### src/rtl/latch_serial_rx.sv
// Purpose: serial receiver for the D-latch q line; 2-flop sync, start/data/stop framing, valid/ready output.
// Latency: word appears on out_data/out_valid the cycle after the stop-bit sample edge.
// Backpressure: one-word output register; a good word arriving while full and not being consumed is dropped with an overrun pulse.
module latch_serial_rx #(
    parameter int WIDTH      = 8,
    parameter int BIT_CYCLES = 4
) (
    input  logic             clk,
    input  logic             rst_n,
    input  logic             d,
    output logic [WIDTH-1:0] out_data,
    output logic             out_valid,
    input  logic             out_ready,
    output logic             busy,
    output logic             frame_err,
    output logic             overrun
);

    localparam int CW = $clog2(BIT_CYCLES) + 1;
    localparam int BW = $clog2(WIDTH) + 1;
    localparam int H  = BIT_CYCLES / 2;

    typedef enum logic [1:0] {
        IDLE  = 2'd0,
        START = 2'd1,
        DATA  = 2'd2,
        STOP  = 2'd3
    } state_t;

    state_t           state_q, state_d;
    logic             s1_q;
    logic             sync_q;
    logic [CW-1:0]    cnt_q, cnt_d;
    logic [BW-1:0]    bit_q, bit_d;
    logic [WIDTH-1:0] shift_q, shift_d;
    logic [WIDTH-1:0] data_q, data_d;
    logic             valid_q, valid_d;
    logic             ferr_q, ferr_d;
    logic             ovr_q, ovr_d;

    logic tick_start;
    logic tick_bit;

    // Start bit is re-checked half a bit in; later samples are one full bit apart.
    assign tick_start = (cnt_q == CW'(H - 1));
    assign tick_bit   = (cnt_q == CW'(BIT_CYCLES - 1));

    // Two-flop synchroniser for the asynchronous line; idles high.
    always_ff @(posedge clk or negedge rst_n) begin
        if (!rst_n) begin
            s1_q   <= 1'b1;
            sync_q <= 1'b1;
        end else begin
            s1_q   <= d;
            sync_q <= s1_q;
        end
    end

    // State, counters, shift register and output register.
    always_ff @(posedge clk or negedge rst_n) begin
        if (!rst_n) begin
            state_q <= IDLE;
            cnt_q   <= '0;
            bit_q   <= '0;
            shift_q <= '0;
            data_q  <= '0;
            valid_q <= 1'b0;
            ferr_q  <= 1'b0;
            ovr_q   <= 1'b0;
        end else begin
            state_q <= state_d;
            cnt_q   <= cnt_d;
            bit_q   <= bit_d;
            shift_q <= shift_d;
            data_q  <= data_d;
            valid_q <= valid_d;
            ferr_q  <= ferr_d;
            ovr_q   <= ovr_d;
        end
    end

    // Next-state: framing FSM plus output-register load/handshake.
    always_comb begin
        state_d = state_q;
        cnt_d   = cnt_q;
        bit_d   = bit_q;
        shift_d = shift_q;
        data_d  = data_q;
        valid_d = valid_q;
        ferr_d  = 1'b0;
        ovr_d   = 1'b0;

        // Plain handshake; a good stop below may re-set valid on the same edge.
        if (valid_q && out_ready) begin
            valid_d = 1'b0;
        end

        case (state_q)
            IDLE: begin
                if (!sync_q) begin
                    state_d = START;
                    cnt_d   = '0;
                    bit_d   = '0;
                end
            end
            START: begin
                if (tick_start) begin
                    cnt_d   = '0;
                    state_d = sync_q ? IDLE : DATA;
                end else begin
                    cnt_d = cnt_q + CW'(1);
                end
            end
            DATA: begin
                if (tick_bit) begin
                    cnt_d   = '0;
                    // LSB arrives first: insert at the top, shift toward bit 0.
                    shift_d = (shift_q >> 1) | (WIDTH'(sync_q) << (WIDTH - 1));
                    if (bit_q == BW'(WIDTH - 1)) begin
                        bit_d   = '0;
                        state_d = STOP;
                    end else begin
                        bit_d = bit_q + BW'(1);
                    end
                end else begin
                    cnt_d = cnt_q + CW'(1);
                end
            end
            STOP: begin
                if (tick_bit) begin
                    cnt_d   = '0;
                    state_d = IDLE;
                    if (sync_q) begin
                        if (!valid_q || out_ready) begin
                            data_d  = shift_q;
                            valid_d = 1'b1;
                        end else begin
                            ovr_d = 1'b1;
                        end
                    end else begin
                        ferr_d = 1'b1;
                    end
                end else begin
                    cnt_d = cnt_q + CW'(1);
                end
            end
            default: begin
                state_d = IDLE;
            end
        endcase
    end

    assign out_data  = data_q;
    assign out_valid = valid_q;
    assign busy      = (state_q != IDLE);
    assign frame_err = ferr_q;
    assign overrun   = ovr_q;

endmodule
### config.mk
export PLATFORM = sky130hd
export DESIGN_NAME = latch_serial_rx
export DESIGN_NICKNAME = d
export VERILOG_FILES = /design/src/rtl/latch_serial_rx.sv
export SDC_FILE = /design/constraint.sdc
export NUM_CORES = 1
export LEC_CHECK = 0
export ABC_AREA = 1
export BUFFER_PORTS_ARGS = -buffer_cell sky130_fd_sc_hd__buf_2
export CORE_MARGIN = 1
export CORE_UTILIZATION = 55
export DETAILED_ROUTE_END_ITERATION = 16
export HOLD_SLACK_MARGIN = 0.15
export PLACE_DENSITY = 0.87
export REMOVE_ABC_BUFFERS = 1
export SLEW_MARGIN = 25
export SYNTH_ARGS = -nofsm -noshare
export SYNTH_HDL_FRONTEND = slang
export SYNTH_SLANG_ARGS = --single-unit
### constraint.sdc
create_clock -name clk -period 1.7 [get_ports clk]
set_clock_uncertainty 0.2 [all_clocks]
set_input_delay 0.085 -clock clk [delete_from_list [all_inputs] [get_ports clk]]
set_output_delay 0.085 -clock clk [all_outputs]
set_load 0.02 [all_outputs]
# == After elaboration in Yosys (flattened, before gate mapping) ==
# Index checks and enable logic that the tools add are counted.
# totals
out_inout_bits,12
memories,0
elab_cells,62
mem_bits_rw,0
latchBits,0
in_bits,4
rom_bits,0
reg_bits,30
# classes
multipliers,0
mux,27
div_mod_pow,0
reduce_logical,11
shift,0
add_sub_neg,2
eq_ne,11
n_lt_le_gt_ge,0
bitwise_logic,1
# op_table
cell,count
$mux 1,12
$mux 2,6
$mux 4,3
$ne 2x2->1 const B,5
$mux 3,3
$pmux 3 s3,1
$or 7x8->8,1
$pmux 2 s4,1
$pmux 4 s2,1
$reduce_and 5->1,1
$add 4x1->4 const B,1
$eq 2x2->1 const B,2
$eq 4x3->1 const B,1
$reduce_and 4->1,1
$reduce_bool 2->1,2
$add 3x1->3 const B,1
$eq 3x1->1 const B,1
$eq 3x2->1 const B,1
$reduce_and 3->1,1
$eq 2x1->1 const B,1
$logic_not 2->1,1
$reduce_and 2->1,1
$reduce_or 2->1,1
$logic_and 1x1->1,1
2 further kinds,2

# == Logic depth before layout (Yosys ltp) ==
# Gate-level depths: netlist (run 1).
# logic_depth
ltp_word,6
mapped_depth,9
mapped_depth_nobuf,9

# == Worst setup path after synthesis (run 1) ==
# No wires, ideal clock.
# synth_path
path_type,reg2reg
from,reg cnt_q[0]
to,reg data_q[0] (netlist: out_data[0])
required_ns,1.377
path_buffers,1
period_less_slack_ns,1.473
path_slack_ns,0.227
t_arrival_ns,1.150
path_stages_with_launch,8
setup_time_ns,0.123
cell_sequence,dfrtp_1 > ha_1 > nand2_1 > inv_2 > nand4_1 > buf_2 > o21ai_0 > nand2_1
# synth_via
elab_chain_cells,2
# synth_lines
item,line,text
"start, declared",33,"logic [CW-1:0] cnt_q, cnt_d;"
"start signal, assigned",72,cnt_q <= cnt_d;
$eq 3x2->1,46,assign tick_bit = (cnt_q == CW'(BIT_CYCLES - 1));
$reduce_and 4->1 (no line),n/a,
"end signal, assigned",75,data_q <= data_d;
"end, declared",36,"logic [WIDTH-1:0] data_q, data_d;"
# No other way between the ends.
# A chain may end at the register's enable or synchronous reset.

# == Worst setup path after layout (run 1) ==
# layout_path
from,reg cnt_q[1]
to,reg data_q[7] (netlist: out_data[7])
# Same word-level chain as after synthesis.

==> results of run 1 <==
[layout by cell type (no fill, tap or decap)]
master and instances:
ha_1 4, nor4_1 1, dfrtp_1 28, o21ai_0 8, nor2_4 1, nand3_2 1, buf_4 5, buf_6 1
inv_2 4, nand3_1 6, xor2_1 1, nand2_1 36, a21oi_1 5, ha_2 1, o21ai_2 1, o22ai_1 1
nand2_2 5, nand2_4 1, buf_2 15, clkbuf_4 5, o21ai_1 7, clkbuf_1 2, dlygate4sd3_1 4, nand4_1 1
nor2_2 2, mux2_4 1, nor2_1 7, inv_1 11, dfstp_2 2, o221ai_1 1
[report_power, final]
part	leakage [nW]	switching [W]	total (W)	internal (W)
Sequential	0.398	0.000160	0.00107	0.000908
Clock	0.0254	0.000215	0.000370	0.000156
Combinational	0.426	0.000467	0.000742	0.000275
Total	0.849	0.000841	0.00218	0.00134
[routing by layer]
metal  global-route usage [%]  vias up
li1                         -      505
met2                     33.1       32
met3                     6.25        6
met4                     12.0        0
met5                        0        -
met1                     27.0      484
[state kept, by name, indices dropped and copies added, names as in the netlist, named ones only]
signal     cells
overrun        1
s1_q           1
bit_q          4
cnt_q          3
frame_err      1
out_data       8
shift_q        8
sync_q         1
out_valid      1
state_q        1
[worst max-delay path by stage]
| stage | startpoint | to | slack (ps) |
|---|---|---|---|
| after floorplan | cnt_q[0] | out_data[0] | 100 |
| after global routing | cnt_q[1] | out_data[3] | -60 |
| after CTS | cnt_q[1] | out_data[7] | 50 |
| after global placement | cnt_q[1] | out_data[1] | 210 |
| after detailed placement | cnt_q[1] | out_data[7] | 100 |
| final | cnt_q[1] | out_data[7] | 50 |
[cells by family after synthesis]
| group | synth area share, % |
|---|---|
| AOI/OAI and AO/OA | 9.45 |
| DFF | 57.4 |
| buffers and inverters | 6.11 |
| muxes | 1.14 |
| adders and majority gates | 4.77 |
| and+or+nand+nor | 20.4 |
| xor gates and xnor gates | 0.668 |
[cell type report]
type / instances / area share, %
Sequential cell: 30 / 48.7
Timing Repair Buffer: 25 / 10.6
Tap cell: 28 / 2.27
Multi-Input combinational cell: 91 / 31.9
Clock buffer: 7 / 2.91
Inverter: 15 / 3.64
[timing repair]
item,CTS,global route
hold endpoints to repair,41,0
gates resized for setup,0,6
buffers inserted,0,2
setup endpoints to repair,0,8
hold buffers,4,0
[critical path, stage by stage (launching register included)]
cell and delay (ps):
dfrtp_1 380, ha_2 180, nand2_2 70, inv_2 60, nand4_1 160, buf_4 200
nor2_4 180, nand2_1 80, nand2_1 80
[metrics by stage]
stage	setup TNS, ps	hold slack [ps]	total power (W)	cell area [um^2]
global route	-331	163	0.00236	1550
floorplan	0	-411	0.00157	1290
global placement	0	-65.8	0.00174	1430
detailed placement	0	-49.0	0.00179	1430
CTS	0	161	0.00217	1510
finish	0	160	0.00218	1550
==> summary.md, run 1 <==
| Metric | Value |
|---|---|
| Initial antenna violation count | 0 |
| Post-synthesis cell type count | 25 |
| # fillers | between 150 and 200 |
| Io pins | 16 |
| Post-layout worst setup margin | ~47 ps |
| Final Core Density | 69.2% |
| Number of remaining DRC errors | 0 |
| Synth Flop Type | dfrtp_1 |
| Hold_sp | s1_q |
| Register area | approximately 750 um^2 |
| Pleak | ~0.85 nW |
| Total grt overflow | 0 |
| Slew margin rel. | 56.8% |
| Drt pass-1 iters | 4 |
| Fin. Hold Viols | 0 |
| Critical path arrival | 1700 ps |
| Initial Util | 58.7% |
| RSZ-0062 raised after global routing | true |
| Vias in the first global route | approximately 970 |
| Area of the core | roughly 0.0022 mm^2 |
| Ranking of synthesized cells by area | dfrtp_1 (53%), nand2_1 (11%), ha_1 (4.8%), dfstp_2 (4.0%), inv_1 (3.1%) |
| Post-place setup slack | 103 ps |
| WL/cell | around 11 um |
| Slew @ Worst Pin | about 650 ps |
| Vias | just over 1000 |
| Synth area leader | dfrtp_1 |
| Most numerous cell in the Yosys netlist | nand2_1 |
| Routed wl met3 | 104 um |
| Synth async-reset ratio | 100% |
| Antenna Cells | 0 |
| Max Freq | 0.605 GHz |
| Fin. max-slew vios | 0 |
| Reg-to-reg critical path endpoint | out_data[7] |
| Nets@finish | 177 |
| Hold path depth | 0 |
| Buffers on Ports | 15 |
| Vias/cell | approximately 5.2 |
| Crit. End Element | register |
| Longest Clk Path Bufs | 2 |
| CP max FO | 8 |
| Hold Path End | sync_q |
| FF-to-FF Start | cnt_q[1] |
| Gate Count Post-Synth | ~140 |
| Die area | between 0.002 and 0.003 mm^2 |
| Die H | about 51 um |
| Post-synthesis sequential area ratio | around 57% |
| Yosys reg bits | 30 |
| Synth warn | 0 |
| First-pass GRT wire length | between 4000 and 5000 um |
| R2R setup slack | roughly 47 ps |
| Most frequent cells after synthesis | nand2_1 (39), dfrtp_1 (28), inv_1 (11), o21ai_0 (8) |
| Gr usage total | ~21% |
| Met2 wire len | between 1000 and 1500 um |
| CTS Buf Count | 5 |
| Setup crit start kind | register |
| PwrDens | ~1400 mW/mm^2 |
| Largest net degree at the start of global routing | 31 |
| Later-pin clock latency in the skew report | 310 ps |
| Final WL | 2240 um |
| Post-Route M1 WL | roughly 1000 um |
| Max Cap Violations | 0 |
| Area of the multi-input gates | ~490 um^2 |
| Gpl congestion | around 0.9 |
| Die W | 50.8 um |
| Final period util | between 90 and 100% |
| Post-synth top area share | a little over half |
| Row cnt | 17 |
| Synth Cell Area | around 0.0013 mm^2 |
| CTS Sinks | 30 |
| Max VDD drop | 0.922 mV |
| Syn avg cell area | approximately 9.4 um^2 |
| Critical Path RT | 1750 ps |
| Fin cells | slightly below 200 |
| Root Driver | clkbuf_4 |
| Htree depth | 2 |
| Status | finished, final reports clean |
| CTS tree | yes |
| Setup-failing EPs final | 0 |
| Initial DRC count | 26 |
| Clock Pin Slew Worst Setup and Hold Paths | ~90 ps |
| Post-synth EDFFs | 0 |
| Max layer used | met4 |
| Area Growth Syn to Fin | 17.9% |
| Detailed Place HPWL | about 1600 um |
| Hold WC Path Type | register to register |
| Placed Cells | approximately 180 |
| FF-to-FF path depth | 8 |
| Crit Path Category | register to register |
| Fraction of layout cells with a size suffix above 1 | 26.8% |
| ANT nets after route | 0 |
| Post-route minimum period | 1650 ps |
Note: power is estimated with default switching activity, not from simulation.
==> inputs of run 2 (changes only) <==
--- a/config.mk
+++ b/config.mk
@@ -9,6 +9,7 @@
 export BUFFER_PORTS_ARGS = -buffer_cell sky130_fd_sc_hd__buf_2
 export CORE_MARGIN = 1
 export CORE_UTILIZATION = 55
+export CTS_BUF_LIST = sky130_fd_sc_hd__clkbuf_4 sky130_fd_sc_hd__clkbuf_8
 export DETAILED_ROUTE_END_ITERATION = 16
 export HOLD_SLACK_MARGIN = 0.15
 export PLACE_DENSITY = 0.87
==> run 2 against run 1 <==
Global-route usage unchanged. Hold slack lost 0.58 ps. Final cell count is the same. Count of clock-buffer cells in the layout unchanged. Critical endpoint is now out_data[6]. Largest power group unchanged.
==> summary.md, run 2 (synthesis results as in run 1) <==
| Metric | Value |
|---|---|
| Status | finished, final reports clean |
| Vias in the first global route | 979 (+0.51%) |
| PwrDens | 1430 mW/mm^2 (+1.2%) |
| Detailed Place HPWL | 1600 um (unchanged) |
| Post-layout worst setup margin | 46.9 ps (-0.193 ps) |
| Met3 usage | 6.25% (unchanged) |
| Max Cap Violations | 0 (unchanged) |
| First-pass GRT wire length | 4040 um (+0.17%) |
| Area Growth Syn to Fin | 18.3% |
| Total power | 0.00221 W (+1.5%) |
| Die H | 50.8 um (unchanged) |
| M1 GR Usage | 26.8% (-0.20 points) |
| CTS Sinks | 30 (unchanged) |
| Nets@finish | 177 (unchanged) |
| Fin. max-slew vios | 0 (unchanged) |
| Setup-failing EPs final | 0 (unchanged) |
| Pleak | 0.858 nW (+1.0%) |
| CTS Buf Count | 5 (unchanged) |
| Initial DRC count | 29 (+12%) |
| Drt pass-1 iters | 4 (unchanged) |
| Origin of the worst setup path | cnt_q[1] |
| Worst path slowest cell | dfrtp_1 |
| Max incr delay on CP | 380 ps (about the same) |
| Crit path cell chain | ha_1, nand2_2, inv_2, nand4_1, buf_4, nor2_4, nand2_1, nand2_1 |
| Critical path arrival | 1700 ps (about the same) |
| Antenna Cells | 0 (unchanged) |
| Slew @ Worst Pin | 650 ps (+2.17 ps) |
| Most common cell after layout, fill and taps aside | nand2_1 |
| Htree depth | 2 (unchanged) |
| Longest Clk Path Bufs | 2 (unchanged) |
| Gr usage total | 21.5% (unchanged) |
| Max Freq | 0.605 GHz (about the same) |
| Die W | 50.8 um (unchanged) |
| Hold_sp | s1_q |
| ANT nets after route | 0 (unchanged) |
| Row cnt | 17 (unchanged) |
| Max VDD drop | 0.908 mV (-1.6%) |
| Area of the core | 0.00223 mm^2 (unchanged) |
| Crit. End Element | register |
| Total grt overflow | 0 (unchanged) |
| Final WL | 2290 um (+2.3%) |
| CTS tree | yes |
| Fraction of layout cells with a size suffix above 1 | 27.4% (+0.60 points) |
| Hold WC Path Type | register to register |
| Setup crit start kind | register |
| Vias/cell | 5.20 (-0.78%) |
| Post-place setup slack | 103 ps (unchanged) |
| RSZ-0062 raised after global routing | true |
| Later-pin clock latency in the skew report | 310 ps (about the same) |
| Met2 Use GR | 33.3% (+0.22 points) |
| # fillers | 165 (+0.61%) |
| CP max FO | 8 (unchanged) |
| Largest net degree at the start of global routing | 31 (unchanged) |
| Critical Path RT | 1750 ps (about the same) |
| Initial Util | 58.7% (unchanged) |
| Setup TNS | 0 ps (unchanged) |
| Slew margin rel. | 56.7% (-0.14 points) |
| Fin. Hold Viols | 0 (unchanged) |
| Buffers on Ports | 15 (unchanged) |
| FF-to-FF Start | cnt_q[1] |
| Root Driver | clkbuf_4 |
| WL/cell | 11.7 um (+2.3%) |
| Crit Path Category | register to register |
| GRT busiest layer | met2 |
| Final period util | 97.2% (about the same) |
| Io pins | 16 (unchanged) |
| R2R setup slack | 50 ps (about the same) |
| Cell mode on critical path | nand2_1 |
| Post-route minimum period | 1650 ps (+0.193 ps) |
| Initial antenna violation count | 0 (unchanged) |
| Vias | 1019 (-0.78%) |
| Die area | 0.00258 mm^2 (unchanged) |
| Clock Pin Slew Worst Setup and Hold Paths | 90 ps (about the same) |
| Gpl congestion | 0.900 (unchanged) |
| Most frequent cells in the layout | nand2_1 (36), dfrtp_1 (28), buf_2 (15) |
| Number of remaining DRC errors | 0 (unchanged) |
==> run 2: critical path: cells and delay by family, from the launching register on <==
family,cells,cell delay [ps]
adders and majority gates,1,170
buffers and inverters,2,260
and+or+nand+nor,5,580
DFF,1,380
==> run 2: what timing repair did <==
item,in CTS,in global routing
buffers inserted,0,2
gates resized for setup,0,5
hold buffers,4,0
setup endpoints to repair,0,8
hold endpoints to repair,41,0
==> run 2: path summary, 6_finish.rpt <==
check | endpoint | cells past startpoint
max in group asynchronous | shift_q[0] | 3
worst max-delay path | out_data[6] | 8
worst min register to register | sync_q | 0
min in group asynchronous | frame_err | 3
worst min-delay path | sync_q | 0
worst max register to register | out_data[6] | 8
==> run 2: metal layers <==
layer	routed length [um]	part of all wire, %
met2	1100	48
met5	0	0
met3	100	4.4
met1	1050	46
met4	46	2.0
==> run 2: layout make-up <==
type                    instances  area, um^2  area share (%)
well taps                      28        35.0            2.26
multi-input cells              91         490            31.6
flip-flops and latches         30         753            48.5
inverters                      15        56.3            3.63
clock buffers                   7        52.6            3.39
repair buffers                 25         164            10.6
==> run 2: report_power, final <==
part	internal [W]	switching [W]	leakage [nW]	total (W)
logic	0.000275	0.000468	0.428	0.000744
clock network	0.000188	0.000214	0.0322	0.000401
registers	0.000908	0.000160	0.398	0.00107
==> run 2: metrics by stage <==
stage                     cell area (um^2)  utilization [%]  hold slack [ps]  std cells
after floorplan                       1290                -             -411        136
after detailed placement              1430             63.9            -49.0        183
after global placement                1430             63.9            -65.8        183
after CTS                             1520             68.1              161        194
after global routing                  1550             69.5              163        196
final                                 1550             69.5              160        196
==> inputs of run 3 (changes only) <==
==> constraint.sdc (replaced) <==
create_clock -name clk -period 1.7 [get_ports clk]
set_clock_uncertainty 0.2 [all_clocks]
set_input_delay 0.17 -clock clk [delete_from_list [all_inputs] [get_ports clk]]
set_output_delay 0.17 -clock clk [all_outputs]
set_load 0.02 [all_outputs]
==> run 3 against run 2 <==
Flip-flop and latch count stayed put. Cell area is 0.81% lower. Via count is 1.2% lower. Hold slack hardly changed. Critical path type unchanged. Largest cell class unchanged.
==> summary.md, run 3 (synthesis results as in run 1) <==
| Metric | Value |
|---|---|
| Status | finished, final reports clean |
| Vias/cell | 5.16 (-0.67%) |
| Initial DRC count | 21 (-28%) |
| Hold_sp | s1_q |
| Max Freq | 0.602 GHz (-0.42%) |
| WL/cell | 11.6 um (-0.63%) |
| FF-to-FF path depth | 7 (-1) |
| Setup-failing EPs final | 0 (unchanged) |
| Fin. Hold Viols | 0 (unchanged) |
| Most frequent cells in the layout | nand2_1 (38), dfrtp_1 (28), buf_2 (15) |
| Crit path max-delay family | flip-flops |
| Die area | 0.00258 mm^2 (unchanged) |
| Max incr delay on CP | 380 ps (about the same) |
| Crit. End Element | register |
| Hold WC Path Type | register to register |
| Worst path slowest cell | dfrtp_1 |
| Row cnt | 17 (unchanged) |
| Setup TNS | 0 ps (unchanged) |
| Clock Pin Slew Worst Setup and Hold Paths | 90 ps (about the same) |
| Nets@finish | 176 (-0.56%) |
| Fin. max-slew vios | 0 (unchanged) |
| Crit path cell chain | ha_1, nand2_2, inv_2, nand4_1, buf_6, o21ai_0, nand2_1 |
| Io pins | 16 (unchanged) |
| R2R setup slack | 40 ps (about the same) |
| CTS Buf Count | 5 (unchanged) |
| Vias in the first global route | 974 (-0.51%) |
| Largest net degree at the start of global routing | 31 (unchanged) |
| RSZ-0062 raised after global routing | true |
| Reg-to-reg critical path endpoint | out_data[6] |
| Antenna Cells | 0 (unchanged) |
| Drt pass-1 iters | 4 (unchanged) |
| Die W | 50.8 um (unchanged) |
| CP max FO | 10 (+2) |
| Design Area, Final | 0.00154 mm^2 (-0.81%) |
| Gpl congestion | 0.900 (unchanged) |
| Initial Util | 58.7% (unchanged) |
| Total grt overflow | 0 (unchanged) |
| Crit Path Category | register to register |
| Critical path arrival | 1640 ps (-60 ps) |
| Slew @ Worst Pin | 647 ps (-2.93 ps) |
| Vias | 1007 (-1.2%) |
| Later-pin clock latency in the skew report | 310 ps (about the same) |
| Initial antenna violation count | 0 (unchanged) |
| Most common cell after layout, fill and taps aside | nand2_1 |
| Total power | 0.00221 W (about the same) |
| Die H | 50.8 um (unchanged) |
| CTS tree | yes |
| Max VDD drop | 0.910 mV (+0.26%) |
| Pleak | 0.852 nW (-0.68%) |
| Area of the core | 0.00223 mm^2 (unchanged) |
| CTS Sinks | 30 (unchanged) |
| Critical Path RT | 1680 ps (-70 ps) |
| Final WL | 2260 um (-1.1%) |
| Gr usage total | 21.3% (-0.13 points) |
| Number of remaining DRC errors | 0 (unchanged) |
| Final period util | 97.7% (+0.41 points) |
| ANT nets after route | 0 (unchanged) |
| Setup crit start kind | register |
| Fraction of layout cells with a size suffix above 1 | 26.9% (-0.43 points) |
| Hold path depth | 0 (unchanged) |
| Area of placed instances | 0.00143 mm^2 (unchanged) |
| First-pass GRT wire length | 4020 um (-0.52%) |
| Buffers on Ports | 15 (unchanged) |
| Root Driver | clkbuf_4 |
| Max Cap Violations | 0 (unchanged) |
| Placed Cells | 183 (unchanged) |
| Longest Clk Path Bufs | 2 (unchanged) |
| Htree depth | 2 (unchanged) |
| Detailed Place HPWL | 1600 um (unchanged) |
| Fin cells | 195 (-0.51%) |
| Post-route minimum period | 1660 ps (+7.00 ps) |
| FF-to-FF Start | cnt_q[1] |
| Area Growth Syn to Fin | 17.4% |
| PwrDens | 1440 mW/mm^2 (+0.77%) |
| Slew margin rel. | 56.9% (+0.20 points) |
| Final Core Density | 68.9% (-0.56 points) |
| Hold Path End | sync_q |
| CP Buf/Inv Count | 2 (unchanged) |
## run 3: changes by cell type in the layout (fill, tap and decap cells not counted)
cell,before,now
nand2_2,5,3
dlygate4sd3_1,4,3
nor2_1,7,6
nor2_2,2,3
nand2_1,36,38
## run 3: metal layers
layer	up-vias	part of all wire, %	GRT usage [%]	wire length [um]
li1	500	-	-	-
met1	478	46	26.8	1050
met2	25	49	32.9	1100
met3	4	3.6	6.25	81
met4	0	1.4	12.0	31
met5	-	0	0	0
## run 3: worst reg2reg max path, cell delays in order, from the launching register on
cell,delay [ps]
dfrtp_1,380
ha_1,170
nand2_2,70
inv_2,70
nand4_1,140
buf_6,190
o21ai_0,210
nand2_1,100
## run 3: final cells by class
type / count / area (um^2)
flip-flops and latches: 30 / 753
fillers: 169 / 694
multi-input cells: 91 / 488
repair buffers: 24 / 154
inverters: 15 / 56.3
clock buffers: 7 / 52.6
well taps: 28 / 35.0
## run 3: through the flow
| step | hold WS [ps] | setup slack, ps |
|---|---|---|
| final | 160 | 39.9 |
| after global routing | 163 | -77.4 |
| after CTS | 161 | 21.3 |
| after detailed placement | 36.0 | 103 |
| after global placement | 19.2 | 210 |
| after floorplan | -326 | 96.5 |
## run 3: what timing repair did
action / 4_1_cts / 5_1_grt
resized for setup: 0 / 4
endpoints found under the setup margin: 0 / 9
endpoints found under the hold margin: 35 / 0
hold buffers: 3 / 0
buffers inserted: 0 / 2
## run 3: worst max path at each step
stage | start | endpoint | depth (start not counted)
3_5_place_dp | cnt_q[1] | out_data[7] | 7
4_1_cts | register | busy | 3
5_1_grt | cnt_q[1] | out_data[6] | 8
3_3_place_gp | cnt_q[1] | out_data[1] | 7
2_1_floorplan | cnt_q[0] | out_data[0] | 7
6_report | cnt_q[1] | out_data[6] | 7
## run 3: where the power goes
group          switching [W]  total [W]  internal [W]
Sequential          0.000161    0.00107      0.000907
Combinational       0.000465   0.000741      0.000276
Clock               0.000214   0.000402      0.000188
